--- src/rtl/front_panel_pkg.sv ---
// Shared types and jam-byte helpers for the front-panel command sequencer.
package front_panel_pkg;

   localparam logic [7:0] OP_JMP = 8'hC3;
   localparam logic [7:0] OP_NOP = 8'h00;

   typedef enum logic [2:0] {
      CMD_NONE,
      CMD_RST,
      CMD_EXAM,
      CMD_EXNEXT,
      CMD_DEP,
      CMD_DEPNEXT
   } cmd_e;

   typedef enum logic [1:0] {
      ST_IDLE,
      ST_JAM,
      ST_DEP,
      ST_DONE
   } state_e;

   // Number of jam bytes the CPU must consume for a command.
   function automatic logic [1:0] seq_len(input cmd_e cmd);
      logic [1:0] len;
      case (cmd)
         CMD_RST, CMD_EXAM:       len = 2'd3;
         CMD_EXNEXT, CMD_DEPNEXT: len = 2'd1;
         default:                 len = 2'd0;
      endcase
      return len;
   endfunction

   function automatic logic [7:0] seq_byte(input cmd_e       cmd,
                                           input logic [1:0] idx,
                                           input logic [7:0] lo,
                                           input logic [7:0] hi);
      logic [7:0] b;
      b = OP_NOP;
      case (cmd)
         CMD_RST:  b = (idx == 2'd0) ? OP_JMP : 8'h00;
         CMD_EXAM: begin
            case (idx)
               2'd0:    b = OP_JMP;
               2'd1:    b = lo;
               2'd2:    b = hi;
               default: b = OP_NOP;
            endcase
         end
         default:  b = OP_NOP;
      endcase
      return b;
   endfunction

endpackage

--- src/rtl/fp_cmd_arb.sv ---
// Priority encoder for panel pulses plus the command/switch latch captured on accept.
module fp_cmd_arb
   import front_panel_pkg::*;
(
   input  logic       clk,
   input  logic       reset,
   input  logic       en,
   input  logic       exam_p,
   input  logic       exnext_p,
   input  logic       dep_p,
   input  logic       depnext_p,
   input  logic       rst_p,
   input  logic [7:0] sw_lo,
   input  logic [7:0] sw_hi,
   output cmd_e       req_cmd,
   output cmd_e       cmd,
   output logic [7:0] lo,
   output logic [7:0] hi
);

   cmd_e       cmd_q, cmd_d;
   logic [7:0] lo_q, lo_d;
   logic [7:0] hi_q, hi_d;

   // Lower-priority pulses in the same cycle are simply dropped.
   always_comb begin
      req_cmd = CMD_NONE;
      if (en) begin
         if (rst_p)          req_cmd = CMD_RST;
         else if (exam_p)    req_cmd = CMD_EXAM;
         else if (exnext_p)  req_cmd = CMD_EXNEXT;
         else if (dep_p)     req_cmd = CMD_DEP;
         else if (depnext_p) req_cmd = CMD_DEPNEXT;
      end
   end

   always_comb begin
      cmd_d = cmd_q;
      lo_d  = lo_q;
      hi_d  = hi_q;
      if (req_cmd != CMD_NONE) begin
         cmd_d = req_cmd;
         lo_d  = sw_lo;
         hi_d  = sw_hi;
      end
   end

   always_ff @(posedge clk) begin
      if (reset) begin
         cmd_q <= CMD_NONE;
         lo_q  <= '0;
         hi_q  <= '0;
      end else begin
         cmd_q <= cmd_d;
         lo_q  <= lo_d;
         hi_q  <= hi_d;
      end
   end

   assign cmd = cmd_q;
   assign lo  = lo_q;
   assign hi  = hi_q;

endmodule

--- src/rtl/front_panel_seq.sv ---
// Front-panel sequencer: arbitrates button commands, jams bytes into the CPU and strobes deposits.
module front_panel_seq
   import front_panel_pkg::*;
#(
   parameter int unsigned TIMEOUT = 1023,
   parameter int unsigned TO_W    = 10
) (
   input  logic       clk,
   input  logic       reset,
   input  logic       pause,
   input  logic       exam_p,
   input  logic       exnext_p,
   input  logic       dep_p,
   input  logic       depnext_p,
   input  logic       rst_p,
   input  logic [7:0] sw_lo,
   input  logic [7:0] sw_hi,
   input  logic       cpu_rd,
   output logic       jam_en,
   output logic [7:0] jam_data,
   output logic       dep_we,
   output logic [7:0] dep_data,
   output logic       busy,
   output logic       done,
   output logic       err
);

   state_e          state_q, state_d;
   logic [1:0]      idx_q, idx_d;
   logic [TO_W-1:0] to_cnt_q, to_cnt_d;
   logic            jam_en_q, jam_en_d;
   logic [7:0]      jam_data_q, jam_data_d;
   logic            dep_we_q, dep_we_d;
   logic [7:0]      dep_data_q, dep_data_d;
   logic            busy_q, busy_d;
   logic            done_q, done_d;
   logic            err_q, err_d;

   cmd_e            req_cmd;
   cmd_e            cmd;
   logic [7:0]      lat_lo;
   logic [7:0]      lat_hi;

   fp_cmd_arb u_arb (
      .clk       (clk),
      .reset     (reset),
      .en        (pause && (state_q == ST_IDLE)),
      .exam_p    (exam_p),
      .exnext_p  (exnext_p),
      .dep_p     (dep_p),
      .depnext_p (depnext_p),
      .rst_p     (rst_p),
      .sw_lo     (sw_lo),
      .sw_hi     (sw_hi),
      .req_cmd   (req_cmd),
      .cmd       (cmd),
      .lo        (lat_lo),
      .hi        (lat_hi)
   );

   // Outputs are registered, so each state computes the values seen in the next state.
   always_comb begin
      state_d    = state_q;
      idx_d      = idx_q;
      to_cnt_d   = to_cnt_q;
      jam_en_d   = 1'b0;
      jam_data_d = '0;
      dep_we_d   = 1'b0;
      dep_data_d = '0;
      busy_d     = busy_q;
      done_d     = 1'b0;
      err_d      = err_q;

      case (state_q)
         ST_IDLE: begin
            busy_d = 1'b0;
            if (req_cmd != CMD_NONE) begin
               busy_d   = 1'b1;
               err_d    = 1'b0;
               idx_d    = '0;
               to_cnt_d = '0;
               if (req_cmd == CMD_DEP) begin
                  state_d    = ST_DEP;
                  dep_we_d   = 1'b1;
                  dep_data_d = sw_lo;
               end else begin
                  state_d    = ST_JAM;
                  jam_en_d   = 1'b1;
                  jam_data_d = seq_byte(req_cmd, 2'd0, sw_lo, sw_hi);
               end
            end
         end

         ST_JAM: begin
            if (!pause) begin
               state_d = ST_IDLE;
               busy_d  = 1'b0;
            end else if (cpu_rd) begin
               to_cnt_d = '0;
               if (idx_q == seq_len(cmd) - 2'd1) begin
                  if (cmd == CMD_DEPNEXT) begin
                     state_d    = ST_DEP;
                     dep_we_d   = 1'b1;
                     dep_data_d = lat_lo;
                  end else begin
                     state_d = ST_DONE;
                     done_d  = 1'b1;
                  end
               end else begin
                  idx_d      = idx_q + 2'd1;
                  jam_en_d   = 1'b1;
                  jam_data_d = seq_byte(cmd, idx_q + 2'd1, lat_lo, lat_hi);
               end
            end else if (to_cnt_q == TO_W'(TIMEOUT - 1)) begin
               state_d = ST_IDLE;
               busy_d  = 1'b0;
               err_d   = 1'b1;
            end else begin
               to_cnt_d   = to_cnt_q + TO_W'(1);
               jam_en_d   = 1'b1;
               jam_data_d = seq_byte(cmd, idx_q, lat_lo, lat_hi);
            end
         end

         ST_DEP: begin
            if (!pause) begin
               state_d = ST_IDLE;
               busy_d  = 1'b0;
            end else begin
               state_d = ST_DONE;
               done_d  = 1'b1;
            end
         end

         ST_DONE: begin
            state_d = ST_IDLE;
            busy_d  = 1'b0;
         end

         default: begin
            state_d = ST_IDLE;
            busy_d  = 1'b0;
         end
      endcase
   end

   always_ff @(posedge clk) begin
      if (reset) begin
         state_q    <= ST_IDLE;
         idx_q      <= '0;
         to_cnt_q   <= '0;
         jam_en_q   <= 1'b0;
         jam_data_q <= '0;
         dep_we_q   <= 1'b0;
         dep_data_q <= '0;
         busy_q     <= 1'b0;
         done_q     <= 1'b0;
         err_q      <= 1'b0;
      end else begin
         state_q    <= state_d;
         idx_q      <= idx_d;
         to_cnt_q   <= to_cnt_d;
         jam_en_q   <= jam_en_d;
         jam_data_q <= jam_data_d;
         dep_we_q   <= dep_we_d;
         dep_data_q <= dep_data_d;
         busy_q     <= busy_d;
         done_q     <= done_d;
         err_q      <= err_d;
      end
   end

   assign jam_en   = jam_en_q;
   assign jam_data = jam_data_q;
   // The strobe is already registered when DEP is entered; pause gates it so a pause drop writes nothing.
   assign dep_we   = dep_we_q && pause;
   assign dep_data = dep_data_q;
   assign busy     = busy_q;
   assign done     = done_q;
   assign err      = err_q;

endmodule

--- config.mk ---
export PLATFORM = sky130hd
export DESIGN_NAME = front_panel_seq
export DESIGN_NICKNAME = d
export VERILOG_FILES = /design/src/rtl/front_panel_pkg.sv /design/src/rtl/fp_cmd_arb.sv /design/src/rtl/front_panel_seq.sv
export SDC_FILE = /design/constraint.sdc
export NUM_CORES = 1
export LEC_CHECK = 0
export BUFFER_PORTS_ARGS = -buffer_cell sky130_fd_sc_hd__buf_4
export CORE_UTILIZATION = 59
export CTS_BUF_LIST = sky130_fd_sc_hd__clkbuf_4
export DETAILED_ROUTE_END_ITERATION = 7
export HOLD_SLACK_MARGIN = 0.03
export PLACE_DENSITY = 0.91
export SKIP_LAST_GASP = 1
export SYNTH_ARGS = -nofsm -noshare
export SYNTH_HDL_FRONTEND = slang
export SYNTH_HIERARCHICAL = 1
export SYNTH_SLANG_ARGS = --single-unit
--- constraint.sdc ---
create_clock -name clk -period 3.75 [get_ports clk]
set_clock_uncertainty 0.05 [all_clocks]
set_input_delay 0.75 -clock clk [delete_from_list [all_inputs] [get_ports clk]]
set_output_delay 0.75 -clock clk [all_outputs]
set_load 0.02 [all_outputs]
* After elaboration in Yosys (flattened, before gate mapping)
Cells that the tools add are included.
** Operators by class
- Add/subtract/negate cells :: 3
- Multipliers :: 0
- Divide/modulo/power cells :: 0
- Order comparisons :: 0
- Equality and inequality tests :: 28
- Shifts and indexed selects :: 0
- Muxes and demuxes :: 81
- Bitwise logic cells :: 0
- Reductions and logical operators :: 15
** Operators by type and width (count)
- $mux 8 :: 15
- $pmux 8 s2 :: 4
- $pmux 8 s3 :: 2
- $mux 10 :: 4
- $mux 2 :: 14
- $mux 1 :: 27
- $pmux 10 s2 :: 1
- $mux 3 :: 6
- $ne 2x2->1 const B :: 6
- $add 10x1->10 const B :: 1
- $eq 10x10->1 const B :: 1
- $reduce_and 5->1 :: 2
- $eq 3x2->1 const B :: 3
- $ne 3x3->1 const B :: 3
- $eq 2x2->1 const B :: 4
- $ne 4x4->1 const B :: 2
- $pmux 1 s2 :: 4
- $pmux 2 s2 :: 2
- $pmux 2 s4 :: 1
- $eq 2x1->1 const B :: 3
- $eq 3x1->1 const B :: 2
- $eq 3x3->1 const B :: 2
- $logic_not 2->1 :: 3
- $reduce_and 3->1 :: 2
- 10 further kinds :: 13
** Storage, ports and cells
- Register bits :: 54
- Bits in latches :: 0
- Bits in writable memories :: 0
- Bits in read-only memories :: 0
- Word-level logic and storage cells :: 140
- Memories kept :: 0

* Longest topological paths before layout
Gate-level depths: netlist of run 1.
- Depth in word-level cells :: 12
- Gate-level depth with buffers :: 13

* Cells and area by module
The synthesis of run 1 kept the hierarchy.
** By module, submodules not included
- front_panel_seq :: instances 1, cells each 225, area an instance 1983.2 µm², sequential area each 700.7 µm²
- fp_cmd_arb :: instances 1, cells each 134, area an instance 1217.4 µm², sequential area each 380.4 µm²

* Worst setup path before layout of run 1
No wires, ideal clock.
- Kind :: register -> register
- Start :: register state_q[0]
- End :: register to_cnt_q[0]
- Data arrival time :: 2519 ps
- Data required time :: 3577 ps
- Setup slack :: 1058 ps
- Stages on the path, launching flop included :: 13
- Clock period less this slack :: 2692 ps
- Path through :: dfxtp_1 -> inv_1 -> ha_1 -> clkbuf_1 -> and2_1 -> clkinv_1 -> nor3_1 -> nor2_1 -> a32oi_1 -> buf_2 -> nand2_1 -> nand2_1 -> nor2_1
** On the way
- Cells in the longest elaborated chain, start to end :: 6
- Elaborated cells on any way between the ends :: 11
** RTL lines
- start: declaration :: line front_panel_seq.sv:28 : state_e state_q, state_d;
- start signal: assignment :: line front_panel_seq.sv:160 : state_q <= state_d;
- $logic_not 2->1 :: line front_panel_seq.sv:47 : .en (pause && (state_q == ST_IDLE)),
- $logic_and 1x1->1 :: line front_panel_seq.sv:47
- $mux 3 :: line fp_cmd_arb.sv:28 : if (en) begin
- via req_cmd[1] :: line front_panel_seq.sv:39 : cmd_e req_cmd;
- $reduce_bool 3->1 :: line front_panel_seq.sv:77 : if (req_cmd != CMD_NONE) begin
- $ne 2x1->1 (no source line)
- $reduce_and 4->1 (no source line)
- end signal: assignment :: line front_panel_seq.sv:162 : to_cnt_q <= to_cnt_d;
- end: declaration :: line front_panel_seq.sv:30 : logic [TO_W-1:0] to_cnt_q, to_cnt_d;
The timed path passes the listed nets, and every way through them passes these cells.
A chain may end at the register's enable or synchronous reset.

* Worst setup path after layout of run 1
- Start :: register state_q[0]
- End :: register to_cnt_q[9]
Same word-level chain as after synthesis.

==> impl.org, run 1 <==
** Status
- The flow ran to the end, and the final reports show no timing, DRC or antenna violations.

** Hold path
- In this run the worst hold path is classified as flip-flop to flip-flop.
- Worst Min Path Start :: busy$_SDFFE_PP0P_
- Min-Delay Endpoint :: busy$_SDFFE_PP0P_
- Along the worst hold path, the cell count comes to 2.

** Place
- Number of input and output port buffers inserted :: 45
- HPWL after DPL :: 5450 um
- At the end of routability-driven placement, the weighted congestion stood at 0.862.
- Once placement completed, the tool counted placed cells totaling approximately 450.

** Global routing
- The layer flagged by global routing as most heavily used is met2.
- The number of global-route vias before repair came to between 2000 and 3000.
- For met1 alone, demand over resource in global routing was between 30% and 40%.
- The first global-routing pass estimated 12900 um of wire.
- GRT Resource Usage Total :: between 20% and 30%
- Met2 track demand over resource :: 49.2%
- Total overflow reported by the global router :: 0
- The number of antenna violations at the first check in global routing is 0.
- Largest net degree at the start of global routing :: 64
- Global routing usage on met3 :: roughly 6.1%

** Final layout
- Cells with a size suffix above 1 make up roughly a fifth of the layout.
- 0 antenna diodes ended up in the layout.
- After filler insertion, the fill cell instance count of the layout stands at 410.
- After the flow finishes, the layout carries non-filler instances totaling around 460.
- Total number of nets in the final design :: 427
- Relative area change from synthesis to final layout :: 11.8%

** STA
- The smallest clock period supported by the final layout is computed as ~3.0 ns.
- Timing would allow up to roughly 0.33 GHz.
- Setup violations remaining at the end of the flow were counted as 0.
- Setup repair after global routing left no endpoint under its margin.
- Min Hold Slack :: roughly 0.43 ns
- The final-report max-slew violation count was 0.
- Slew at the pin closest to its max-slew limit :: roughly 0.8 ns
- Fin Setup TNS :: 0 ns
- Slew margin rel. :: 46.0%
- After layout, the worst path uses about four fifths of the clock period.
- The total count of hold-check failures in the final report is 0.

** Synth
- Syn Area/Cell :: 8.92 um^2
- Cells after Synth :: around 360
- Counting every net in the synthesized netlist gives slightly below 400.
- Synthesis inferred 54 register bits.
- Count of yosys warnings during synthesis :: 6
- Async set-reset flop share out of synthesis :: 0%
- Sequential area share after synthesis :: between 30% and 40%
- Synthesis instantiated 63 different standard cells from the library.
- Cell Area, Synth :: between 3000 and 4000 um^2
- Counting flops with a built-in enable in the synthesized netlist gives 0.
- Post-synth top flop :: sky130_fd_sc_hd__dfxtp_1

** Critical path
- The worst register-to-register path begins at state_q[0]$_SDFFE_PP0P_.
- Worst EP arrival :: 3.23 ns
- Crit path max fanout :: 11
- The slowest stage of the critical path is the sky130_fd_sc_hd__a32oi_1 cell.
- CP required :: ~4.0 ns
- The signal on the critical path passes through inv_1 > ha_1 > and2_1 > o21ai_0 > nor2_1 > inv_1 > a32oi_1 > buf_4 > nand2_1 > nand2_1 > nor2_1.
- Crit end category :: flip-flop
- Worst setup SP type :: flip-flop
- The worst register-to-register path has a depth of 11.
- The most critical setup path has its startpoint at state_q[0]$_SDFFE_PP0P_.
- WS Path Type :: flip-flop to flip-flop
- Worst stage delay on the critical path :: between 0.4 and 0.5 ns
- FF-to-FF setup slack :: approximately 0.75 ns
- Capture point of the worst reg-to-reg path :: to_cnt_q[9]$_SDFFE_PP0P_

** Floorplan
- Row generation in the floorplan step produced 26 rows.
- The initial utilization of the core area, before any placement, comes to approximately three fifths.
- From bottom edge to top edge, the die measures between 70 and 80 um.
- In this run the horizontal extent of the chip is 75.7 um.
- 46 I/O pins were placed.
- The floorplan step defined a die boundary enclosing between 5000 and 6000 um^2.
- The floorplan step defined a core boundary enclosing about 5200 um^2.

** Detailed routing
- The first detailed-routing pass ran for 5 iterations.
- In this run, the number of DRC markers left after iteration 0 of detailed routing was 299.
- DR DRC count :: 0
- After detailed routing, the average wire length per cell comes to between 15 and 20 um.
- Average via count per standard cell :: roughly 6.6
- Across all layers, the routed design uses 3058 vias.
- The final layout contains routed wiring with a total length of between 7000 and 8000 um.
- Post-route antenna net violation count :: 0

** Power and ir drop
- Tot Pwr :: 0.00153 W
- Static leakage :: approximately 1.3 nW
- Pwr per Cell Area :: between 400 and 500 nW/um^2
- Worst vdd ir :: ~0.30 mV

** Clock network
- After clock tree synthesis, the clock-pin slew on the worst setup and hold paths is roughly 0.15 ns.
- The later pin in the worst-skew pair is clocked with a latency of around 0.38 ns.
- The tree built by TritonCTS fans out to 54 sinks.
- Buffers from clock root to sink, at most :: 2
- The number of clock buffers added by TritonCTS is 5.
- CTS tree :: built
- For this design, the CTS-stage hold fixing added 0 buffers.
- The tree is rooted in a sky130_fd_sc_hd__clkbuf_4.
- PostCTS Resize Cnt :: 0
- The clock tree synthesis step divided the H-tree into 2 levels.
- Number of buffers inserted to repair setup after CTS :: 0

** Job
- Across the run, the number of max-cap violations was 0.
[cells in the mapped netlist, types with 2 or more instances]
library cell	n	share of area [%]
sky130_fd_sc_hd__dfxtp_1	54	34
sky130_fd_sc_hd__nand2_1	32	3.8
sky130_fd_sc_hd__nor3_1	19	3.0
sky130_fd_sc_hd__nor2_1	18	2.1
sky130_fd_sc_hd__o32ai_1	17	4.7
sky130_fd_sc_hd__clkbuf_1	12	1.4
sky130_fd_sc_hd__ha_1	12	4.7
sky130_fd_sc_hd__inv_1	12	1.4
sky130_fd_sc_hd__or4b_1	12	3.8
sky130_fd_sc_hd__a311o_2	9	3.2
sky130_fd_sc_hd__o21ai_0	9	1.4
sky130_fd_sc_hd__a22o_1	8	2.2
sky130_fd_sc_hd__a22oi_1	8	1.9
sky130_fd_sc_hd__buf_2	8	1.3
sky130_fd_sc_hd__xor2_1	8	2.2
sky130_fd_sc_hd__a21oi_1	7	1.1
sky130_fd_sc_hd__a311o_1	7	2.2
sky130_fd_sc_hd__nand2b_1	7	1.4
sky130_fd_sc_hd__nand4_1	7	1.4
sky130_fd_sc_hd__nand3_1	6	0.94
sky130_fd_sc_hd__and2_1	5	0.98
sky130_fd_sc_hd__or4_1	5	1.2
sky130_fd_sc_hd__a221o_1	4	1.3
sky130_fd_sc_hd__a221oi_1	4	1.1
sky130_fd_sc_hd__a31o_2	4	1.1
sky130_fd_sc_hd__and3_1	4	0.78
sky130_fd_sc_hd__o22ai_1	4	0.78
sky130_fd_sc_hd__or4b_2	4	1.3
sky130_fd_sc_hd__a31oi_1	3	0.59
sky130_fd_sc_hd__and4_1	3	0.82
sky130_fd_sc_hd__buf_6	3	1.1
sky130_fd_sc_hd__nor2b_1	3	0.59
sky130_fd_sc_hd__or3_1	3	0.59
sky130_fd_sc_hd__xnor2_1	3	0.82
sky130_fd_sc_hd__buf_1	2	0.23
sky130_fd_sc_hd__mux2i_1	2	0.63
sky130_fd_sc_hd__nand4bb_1	2	0.70
sky130_fd_sc_hd__o31a_1	2	0.55
sky130_fd_sc_hd__o31ai_1	2	0.47
sky130_fd_sc_hd__or2_2	2	0.39
[worst max-delay path by stage]
stage / cells after the start / to
after CTS: 11 / to_cnt_q[9]$_SDFFE_PP0P_
final: 11 / to_cnt_q[9]$_SDFFE_PP0P_
after detailed placement: 10 / to_cnt_q[9]$_SDFFE_PP0P_
after floorplan: 12 / to_cnt_q[0]$_SDFFE_PP0P_
after global placement: 10 / to_cnt_q[5]$_SDFFE_PP0P_
after global routing: 10 / to_cnt_q[1]$_SDFFE_PP0P_
[cell families (layout without fill, tap and decap cells)]
logic type	after synthesis	after routing	share of synthesized area [%]
fa+ha+maj	12	12	4.69
simple gates	139	139	25.7
compound gates	100	100	26.0
flops	54	54	33.8
buf+inv	40	72	5.82
xor+xnor	11	11	3.01
mux	3	3	0.977
[worst max-delay path, delay by kind of cell (launching register included)]
family | cells | cell delay, ns
AOI/OAI and AO/OA | 2 | 0.66
adders and majority gates | 1 | 0.34
buffers and inverters | 3 | 0.48
DFF | 1 | 0.36
and+or+nand+nor | 5 | 0.99
[cells in the final DEF, fill, tap and decap left out, types with 3 or more instances in the layout]
cell                       netlist  routed
sky130_fd_sc_hd__a221oi_1        4       4
sky130_fd_sc_hd__or4_1           5       5
sky130_fd_sc_hd__ha_1           12      12
sky130_fd_sc_hd__nor3_1         19      19
sky130_fd_sc_hd__a31o_2          4       4
sky130_fd_sc_hd__nand2b_1        7       7
sky130_fd_sc_hd__nor2_1         18      18
sky130_fd_sc_hd__a221o_1         4       4
sky130_fd_sc_hd__xnor2_1         3       3
sky130_fd_sc_hd__dfxtp_1        54      54
sky130_fd_sc_hd__a311o_1         7       7
sky130_fd_sc_hd__or4b_1         12      12
sky130_fd_sc_hd__xor2_1          8       8
sky130_fd_sc_hd__and4_1          3       3
sky130_fd_sc_hd__a311o_2         9       9
sky130_fd_sc_hd__buf_4           1      50
sky130_fd_sc_hd__and2_1          5       5
sky130_fd_sc_hd__a21oi_1         7       7
sky130_fd_sc_hd__a31oi_1         3       3
sky130_fd_sc_hd__or3_1           3       3
sky130_fd_sc_hd__clkbuf_4        0       5
sky130_fd_sc_hd__a22o_1          8       8
sky130_fd_sc_hd__or4b_2          4       4
sky130_fd_sc_hd__o21ai_0         9       9
sky130_fd_sc_hd__nor2b_1         3       3
sky130_fd_sc_hd__inv_1          12      12
sky130_fd_sc_hd__o22ai_1         4       4
sky130_fd_sc_hd__nand3_1         6       6
sky130_fd_sc_hd__o32ai_1        17      17
sky130_fd_sc_hd__clkinv_1        1       4
sky130_fd_sc_hd__nand4_1         7       7
sky130_fd_sc_hd__a22oi_1         8       8
sky130_fd_sc_hd__and3_1          4       4
sky130_fd_sc_hd__nand2_1        32      32
[power breakdown]
part           internal [W]  leakage [nW]  switching, W  total, W
Clock             0.0000675        0.0277      0.000182  0.000250
Combinational      0.000231         0.859      0.000322  0.000552
Sequential         0.000646         0.441     0.0000794  0.000725
[registers in the layout (all words and copies together) (netlist names)]
name / flops
busy: 1
dep_data: 8
dep_we_q: 1
done: 1
err: 1
idx_q: 2
jam_data: 8
jam_en: 1
state_q: 2
to_cnt_q: 10
u_arb/cmd: 3
u_arb/hi: 8
u_arb/lo: 8
[final cells by class]
type,count,area [um^2],area share [%]
Multi-Input combinational cell,265,1930,54.0
Sequential cell,54,1080,30.2
Timing Repair Buffer,50,375,10.5
Clock buffer,5,37.5,1.05
Inverter,14,52.6,1.47
Clock inverter,3,11.3,0.315
Tap cell,70,87.6,2.45
[metrics by stage]
stage	setup WS, ns	utilization (%)	area [um^2]
after CTS	0.770	69.2	3580
final	0.750	69.2	3580
after global routing	0.518	69.2	3580
after floorplan	1.06	-	3200
after global placement	0.875	68.2	3530
after detailed placement	0.757	68.2	3530
[layer usage]
metal	vias up	wire (um)
li1	1456	-
met1	1445	3320
met2	139	3950
met3	18	475
met4	0	153
met5	-	0
Note: power is estimated with default switching activity, not from simulation.
==> inputs of run 2 (changes only) <==
--- a/config.mk
+++ b/config.mk
@@ -5,12 +5,13 @@
 export SDC_FILE = /design/constraint.sdc
 export NUM_CORES = 1
 export LEC_CHECK = 0
+export ABC_AREA = 1
 export BUFFER_PORTS_ARGS = -buffer_cell sky130_fd_sc_hd__buf_4
-export CORE_UTILIZATION = 59
+export CORE_UTILIZATION = 60
 export CTS_BUF_LIST = sky130_fd_sc_hd__clkbuf_4
 export DETAILED_ROUTE_END_ITERATION = 7
 export HOLD_SLACK_MARGIN = 0.03
-export PLACE_DENSITY = 0.91
+export PLACE_DENSITY = 0.92
 export SKIP_LAST_GASP = 1
 export SYNTH_ARGS = -nofsm -noshare
 export SYNTH_HDL_FRONTEND = slang
==> constraint.sdc (replaced) <==
create_clock -name clk -period 3 [get_ports clk]
set_clock_uncertainty 0.05 [all_clocks]
set_input_delay 0.6 -clock clk [delete_from_list [all_inputs] [get_ports clk]]
set_output_delay 0.6 -clock clk [all_outputs]
set_load 0.02 [all_outputs]
==> impl.org, run 2 <==
** Detailed routing
- The average wire per standard cell was 12.5 um (-27%).
- Final wirelength :: 7440 um (-5.9%)
- The number of DRC violations after detailed routing came to 0 (unchanged).
- Number of DRC violations after detailed-routing iteration 0 :: 294 (-1.7%)
- The count of vias placed by the detailed router came to 3220 (+5.3%).
- The post-route antenna net violation count is 0 (unchanged).
- Pre-Repair DR Iteration Count :: 5 (unchanged)
- The via count normalized by instance count was 5.39 (-19%).

** Critical path
- By startpoint and endpoint, the worst setup path is classified as flip-flop to flip-flop.
- Crit path max fanout :: 11 (unchanged)
- The required time of the critical path was 3.28 ns (-0.70 ns).
- The internal reg-to-reg setup slack came to 0.31 ns (-0.44 ns).
- The data arrival time of the critical path was 2.97 ns (-0.26 ns).
- Worst setup SP type :: flip-flop
- The worst setup path is captured at a flip-flop.

** STA
- Final Cycle Share :: 89.6% (+9.6 points)
- The final-report max-slew violation count came to 0 (unchanged).
- The total count of hold-check failures in the final report came to 0 (unchanged).
- Unrepaired setup endpoints after global routing :: false
- Fin Setup TNS :: 0 ns (unchanged)
- Final critical-path required period :: 2.69 ns (-0.311 ns)
- The slew at the pin closest to its max-slew limit was 0.838 ns (+0.0353 ns).
- Maximum clock frequency :: 0.372 GHz (+12%)
- The total of endpoints with negative setup slack in the final report was 0 (unchanged).
- Slew margin rel. :: 43.9% (-2.1 points)

** Floorplan
- Die extent in y :: 75.5 um (-0.24%)
- The die outline area was 5690 um^2 (-0.49%).
- Std-Cell Rows :: 26 (unchanged)
- The horizontal die dimension came to 75.5 um (-0.24%).
- Initial core utilization :: 63.0% (+1.1 points)
- Core region area :: 5140 um^2 (-0.63%)
- The top-level port count was 46 (unchanged).

** Power and ir drop
- Static leakage :: 1.59 nW (+20%)
- Worst vdd ir :: 0.454 mV (+54%)
- Pwr per Cell Area :: 688 nW/um^2 (+61%)

** Synth
- The fraction of registers with async set/reset is 0% (unchanged).
- Count of yosys warnings during synthesis :: 6 (unchanged)
- The count of flip-flops with a built-in enable after synthesis came to 0 (unchanged).
- In the post-synthesis netlist, the biggest area contributors are sky130_fd_sc_hd__dfxtp_1 (33%), sky130_fd_sc_hd__nand2_1 (14%), sky130_fd_sc_hd__nand3_1 (10%).
- Sequential area share after synthesis :: 33.4% (-0.39 points)
- Dominant cell type by area after synthesis :: sky130_fd_sc_hd__dfxtp_1
- Yosys instantiated no cell more often than sky130_fd_sc_hd__nand2_1.
- Synth top area share :: 33.4% (-0.39 points)
- Synth Register Bits :: 54 (unchanged)
- Cell Area, Synth :: 3240 um^2 (+1.2%)
- Distinct cells, synth :: 34 (-46%)
- In the synthesized netlist the dominant register cell turns out to be sky130_fd_sc_hd__dfxtp_1.
- Syn Area/Cell :: 6.65 um^2 (-25%)
- The synthesized net count came to 524 (+32%).
- The number of instances in the synthesized netlist came to 487 (+36%).
- Sorting the synthesized cells by how often they occur yields sky130_fd_sc_hd__nand2_1 (119), sky130_fd_sc_hd__nand3_1 (65), sky130_fd_sc_hd__inv_1 (61).

** Clock network
- The H-tree depth came to 2 (unchanged).
- The count of hold buffers inserted by post-cts repair was 0 (unchanged).
- Number of buffers created by CTS :: 5 (unchanged)
- Clock sinks :: 54 (unchanged)
- Clock slew seen by the registers of the worst setup and hold paths :: 0.17 ns (+0.02 ns)
- The buffer levels on the longest clock path came to 2 (unchanged).
- TritonCTS built the clock tree.
- Number of buffers inserted to repair setup after CTS :: 0 (unchanged)
- CTS root buf :: sky130_fd_sc_hd__clkbuf_4
- The number of gates given a new drive strength after cts came to 0 (unchanged).
- The clock latency at the later pin of the worst-skew pair came to 0.40 ns (+0.02 ns).

** Place
- The post-DP HPWL is 5470 um (+0.41%).
- Number of input and output port buffers inserted :: 45 (unchanged)
- The instance count after placement with tap cells included was 589 (+30%).
- The final RePlAce weighted congestion is 0.960 (+11%).
- Placed instance area :: 3560 um^2 (+0.96%)

** Global routing
- The number of antenna violations at the first check in global routing is 0 (unchanged).
- The number of global-route vias before repair was 2720 (-1.7%).
- The total overflow reported by the global router was 0 (unchanged).
- Largest net degree at the start of global routing :: 36 (-44%)
- GRT Resource Usage Total :: 27.8% (-1.7 points)
- The global-route wire length before repair is 12200 um (-5.3%).

** Final layout
- Total number of nets in the final design :: 563 (+32%)
- Footprint of the flip-flops and latches :: 1080 um^2 (unchanged)
- Relative area change from synthesis to final layout :: 12.0%
- The number of antenna repair diodes was 0 (unchanged).
- Leading cell types in the layout, fill and taps excluded :: sky130_fd_sc_hd__nand2_1 (119), sky130_fd_sc_hd__nand3_1 (65), sky130_fd_sc_hd__inv_1 (61)
- The share of cells above drive strength 1 is 16.3% (-4.7 points).
- The footprint of the multi-input gates was 1790 um^2 (-7.6%).
- Final Cell Area :: 3630 um^2 (+1.4%)
- The final instance count without filler cells was 597 (+30%).
- The flip-flop count of the largest register after layout came to 10 (unchanged).
- Register ranked first by flip-flop count :: to_cnt_q
- The count of filler cells inserted in the layout came to 467 (+14%).
- Most frequent standard cell in the layout excluding fill and tap cells :: sky130_fd_sc_hd__nand2_1

** Status
- Result of the run :: complete, no violations

** Job
- Maxcap violations :: 0 (unchanged)

** Hold path
- Class of the tightest hold or removal check :: input port to flip-flop
## run 2: layer usage
metal	GRT usage (%)	share of wire, %	wire length, um
met4	8.44	1.5	112
met1	38.0	45	3340
met3	4.89	7.0	518
met2	44.8	47	3470
met5	0	0	0
## run 2: area by class of cell
| type | instances | share of cell area [%] |
|---|---|---|
| Clock buffer | 5 | 1.03 |
| Clock inverter | 3 | 0.724 |
| Inverter | 70 | 7.28 |
| Multi-Input combinational cell | 349 | 49.2 |
| Sequential cell | 54 | 29.8 |
| Tap cell | 70 | 2.41 |
| Timing Repair Buffer | 46 | 9.52 |
## run 2: cell families (layout without fill, tap and decap cells)
logic type,Yosys count,count (layout),share of synthesized area [%]
DFF,54,54,33.4
adders and majority gates,12,12,4.64
AOI/OAI and AO/OA,77,77,13.4
and+or+nand+nor,259,259,36.8
xor gates and xnor gates,1,1,0.271
buffers and inverters,84,124,11.5
## run 2: where the power goes
part	switching, W	internal [W]	total, W
logic	0.000792	0.000407	0.00120
registers	0.000104	0.000844	0.000948
clock network	0.000250	0.0000996	0.000349
total	0.00115	0.00135	0.00250
## run 2: worst paths after layout
kind / cells after the start / end / start
worst max-delay path: 14 / to_cnt_q[8]$_SDFFE_PP0P_ / state_q[0]$_SDFFE_PP0P_
worst min-delay path: 3 / u_arb/hi[6]$_SDFFE_PP0P_ / sw_hi[6]
worst max register to register: 14 / to_cnt_q[8]$_SDFFE_PP0P_ / state_q[0]$_SDFFE_PP0P_
worst min register to register: 2 / err$_SDFFE_PP0P_ / err$_SDFFE_PP0P_
## run 2: through the flow
step	util, %	total power [W]	setup WS (ns)	hold WS [ns]
floorplan	-	0.00191	0.814	0.417
global placement	69.3	0.00210	0.542	0.400
detailed placement	69.3	0.00214	0.448	0.413
CTS	70.6	0.00249	0.356	0.351
global route	70.6	0.00270	0.00652	0.352
finish	70.6	0.00250	0.312	0.352
## run 2: critical path: stages (launching register included)
cell and delay (ns):
sky130_fd_sc_hd__dfxtp_1 0.35, sky130_fd_sc_hd__inv_1 0.12, sky130_fd_sc_hd__ha_1 0.31, sky130_fd_sc_hd__nand2_1 0.10, sky130_fd_sc_hd__inv_1 0.08, sky130_fd_sc_hd__inv_1 0.04
sky130_fd_sc_hd__nor2_1 0.23, sky130_fd_sc_hd__inv_1 0.07, sky130_fd_sc_hd__nor2_1 0.23, sky130_fd_sc_hd__nor2_2 0.09, sky130_fd_sc_hd__nand3_2 0.12, sky130_fd_sc_hd__nand2_2 0.08
sky130_fd_sc_hd__a21oi_2 0.41, sky130_fd_sc_hd__nand3_1 0.18, sky130_fd_sc_hd__a21oi_1 0.17
==> inputs of run 3 (changes only) <==
--- a/config.mk
+++ b/config.mk
@@ -7,11 +7,13 @@
 export LEC_CHECK = 0
 export ABC_AREA = 1
 export BUFFER_PORTS_ARGS = -buffer_cell sky130_fd_sc_hd__buf_4
-export CORE_UTILIZATION = 60
-export CTS_BUF_LIST = sky130_fd_sc_hd__clkbuf_4
+export CAP_MARGIN = 20
+export CORE_UTILIZATION = 57
+export CTS_BUF_LIST = sky130_fd_sc_hd__clkbuf_4 sky130_fd_sc_hd__clkbuf_8 sky130_fd_sc_hd__clkbuf_16
 export DETAILED_ROUTE_END_ITERATION = 7
+export GPL_ROUTABILITY_DRIVEN = 1
 export HOLD_SLACK_MARGIN = 0.03
-export PLACE_DENSITY = 0.92
+export PLACE_DENSITY = 0.88
 export SKIP_LAST_GASP = 1
 export SYNTH_ARGS = -nofsm -noshare
 export SYNTH_HDL_FRONTEND = slang
==> impl.org, run 3 (same netlist as run 2, synthesis figures left out) <==
** Detailed routing
- The number of DRC markers in iteration 0 was 258 (-12%).
- The wire length after detailed routing was 7760 um (+4.3%).
- The wire length on met1 was 3380 um (+1.1%).
- The number of DRC violations after detailed routing is 0 (unchanged).
- The met3 routed wirelength came to 585 um (+13%).
- The average wire per standard cell was 12.9 um (+4.0%).
- Pre-Repair DR Iteration Count :: 6 (+1)
- Top sig layer :: met4
- The amount of wire on met2 after detailed routing was 3670 um (+6.0%).
- Post-route antenna net violation count :: 0 (unchanged)
- The via count normalized by instance count came to 5.43 (+0.69%).
- The count of vias placed by the detailed router is 3253 (+1.0%).

** STA
- Unrepaired setup endpoints after global routing :: false
- Maximum clock frequency :: 0.373 GHz (+0.29%)
- Final Cycle Share :: 89.3% (-0.26 points)
- Pins over their slew limit :: 0 (unchanged)
- The total count of hold-check failures in the final report is 0 (unchanged).
- The clock period minus final worst setup slack was 2.68 ns (-0.00780 ns).
- Final setup viols :: 0 (unchanged)
- The aggregate negative setup slack was 0 ns (unchanged).
- The slew at the pin closest to its max-slew limit is 0.844 ns (+0.00629 ns).
- Slew margin rel. :: 43.5% (-0.42 points)

** Final layout
- The register with the most flip-flops in the final layout is to_cnt_q.
- Number of flip-flops in the largest register :: 10 (unchanged)
- The count of nets after finishing came to 563 (unchanged).
- In the layout the commonest cells are sky130_fd_sc_hd__nand2_1 (119), sky130_fd_sc_hd__nand3_1 (65), sky130_fd_sc_hd__inv_1 (61).
- The post-route cell area came to 3680 um^2 (+1.4%).
- Relative area change from synthesis to final layout :: 13.6%
- The final instance count without filler cells was 599 (+0.34%).
- Count of antenna diodes in the layout :: 0 (unchanged)
- The post-route core utilization is 66.8% (-3.7 points).
- Most frequent standard cell in the layout excluding fill and tap cells :: sky130_fd_sc_hd__nand2_1
- The share of cells above drive strength 1 was 16.3% (unchanged).

** Floorplan
- The number of rows in the core area was 27 (+3.8%).
- The height of the chip came to 77.4 um (+2.5%).
- Core region area :: 5510 um^2 (+7.1%)
- Initial core utilization :: 58.8% (-4.2 points)
- Top-level I/O count :: 46 (unchanged)
- Die Outline Area :: 5990 um^2 (+5.1%)
- The horizontal die dimension was 77.4 um (+2.5%).

** Job
- The number of max-cap violations came to 0 (unchanged).

** Critical path
- Count of cells along the worst register-to-register path :: 14 (unchanged)
- WS Path Type :: flip-flop to flip-flop
- Worst EP arrival :: 2.89 ns (-0.08 ns)
- Crit end category :: flip-flop
- Crit path max fanout :: 11 (unchanged)
- The required time of the critical path is 3.21 ns (-0.07 ns).
- Worst setup SP type :: flip-flop

** Global routing
- Initial antenna violation count :: 0 (unchanged)
- The aggregate global-route resource usage came to 26.7% (-1.1 points).
- First-pass GRT wire length :: 13000 um (+6.7%)
- The maximum number of pins on one net before global-route repair is 36 (unchanged).
- Vias in the first global route :: 2929 (+7.7%)
- The total overflow reported by the global router came to 0 (unchanged).

** Place
- Placed instance area :: 3570 um^2 (about the same)
- The instance count after placement with tap cells included was 591 (+0.34%).
- Final Wtd Congestion :: 0.892 (-7.1%)
- The number of buffers added on ports came to 45 (unchanged).
- HPWL after DPL :: 5680 um (+3.9%)

** Clock network
- Clock tree synthesis selected as its root buffer the cell sky130_fd_sc_hd__clkbuf_8.
- Number of buffers inserted to repair setup after CTS :: 0 (unchanged)
- Clock sinks :: 54 (unchanged)
- TritonCTS built the clock tree.
- H-tree depth :: 2 (unchanged)
- Number of buffers created by CTS :: 5 (unchanged)
- The post-CTS clock slew at the launch and capture registers of the worst setup and hold paths was 0.10 ns (-0.07 ns).
- PostCTS Resize Cnt :: 0 (unchanged)
- The clock latency at the later pin of the worst-skew pair is 0.31 ns (-0.09 ns).
- The count of hold buffers inserted by post-cts repair came to 0 (unchanged).
- The buffer levels on the longest clock path came to 2 (unchanged).

** Power and ir drop
- The cell area power density is 721 nW/um^2 (+4.8%).
- Worst vdd ir :: 0.450 mV (-0.75%)
- Static leakage :: 1.61 nW (+0.89%)

** Hold path
- The worst hold path stage count was 2 (-1).
- In this run the worst hold path is classified as flip-flop to flip-flop.

** Status
- The flow ran to the end, and the final reports show no timing, DRC or antenna violations.
-- run 3: cell count changes in the layout (fill, tap and decap cells not counted), sizes merged --
cell,previous run,this run
inv,70,68
clkinvlp,0,2
clkinv,3,2
bufinv,0,1
-- run 3: final timing paths --
kind | start | endpoint | slack (ns)
setup reg to reg | state_q[1]$_SDFFE_PP0P_ | to_cnt_q[5]$_SDFFE_PP0P_ | 0.32
hold / removal | err$_SDFFE_PP0P_ | err$_SDFFE_PP0P_ | 0.42
hold reg to reg | err$_SDFFE_PP0P_ | err$_SDFFE_PP0P_ | 0.42
setup / recovery | state_q[1]$_SDFFE_PP0P_ | to_cnt_q[5]$_SDFFE_PP0P_ | 0.32
-- run 3: per-layer routing --
layer | track usage [%] | vias to the layer above
met2 | 43.8 | 148
met3 | 4.59 | 16
li1 | - | 1649
met5 | 0 | -
met1 | 34.6 | 1440
met4 | 10.9 | 0
-- run 3: critical path: stages (launching register included) --
cell and delay, ns:
sky130_fd_sc_hd__dfxtp_1 0.34, sky130_fd_sc_hd__inv_1 0.11, sky130_fd_sc_hd__ha_1 0.32, sky130_fd_sc_hd__nand2_1 0.10, sky130_fd_sc_hd__inv_1 0.09, sky130_fd_sc_hd__inv_1 0.05, sky130_fd_sc_hd__nor2_1 0.24, sky130_fd_sc_hd__inv_1 0.07
sky130_fd_sc_hd__nor2_1 0.25, sky130_fd_sc_hd__nor2_2 0.09, sky130_fd_sc_hd__nand3_2 0.12, sky130_fd_sc_hd__nand2_2 0.09, sky130_fd_sc_hd__a21oi_2 0.42, sky130_fd_sc_hd__nand3_2 0.12, sky130_fd_sc_hd__a21oi_2 0.15
-- run 3: area by class of cell --
class | instances | area (um^2)
Multi-Input combinational cell | 349 | 1790
Tap cell | 72 | 90.1
Clock inverter | 3 | 45.0
Fill cell | 489 | 1830
Inverter | 70 | 264
Clock buffer | 5 | 68.8
Sequential cell | 54 | 1080
Timing Repair Buffer | 46 | 345
-- run 3: stage by stage --
step	total power [W]	hold slack [ns]	setup WS (ns)
finish	0.00265	0.423	0.320
global route	0.00285	0.450	0.0281
CTS	0.00264	0.426	0.364
detailed placement	0.00214	0.411	0.396
global placement	0.00210	0.400	0.547
floorplan	0.00191	0.417	0.814
-- run 3: power by group --
part           internal [W]  switching [W]  leakage [nW]  total, W
Clock              0.000249       0.000250        0.0504  0.000499
Sequential         0.000843       0.000107         0.441  0.000950
Combinational      0.000407       0.000799          1.12   0.00121
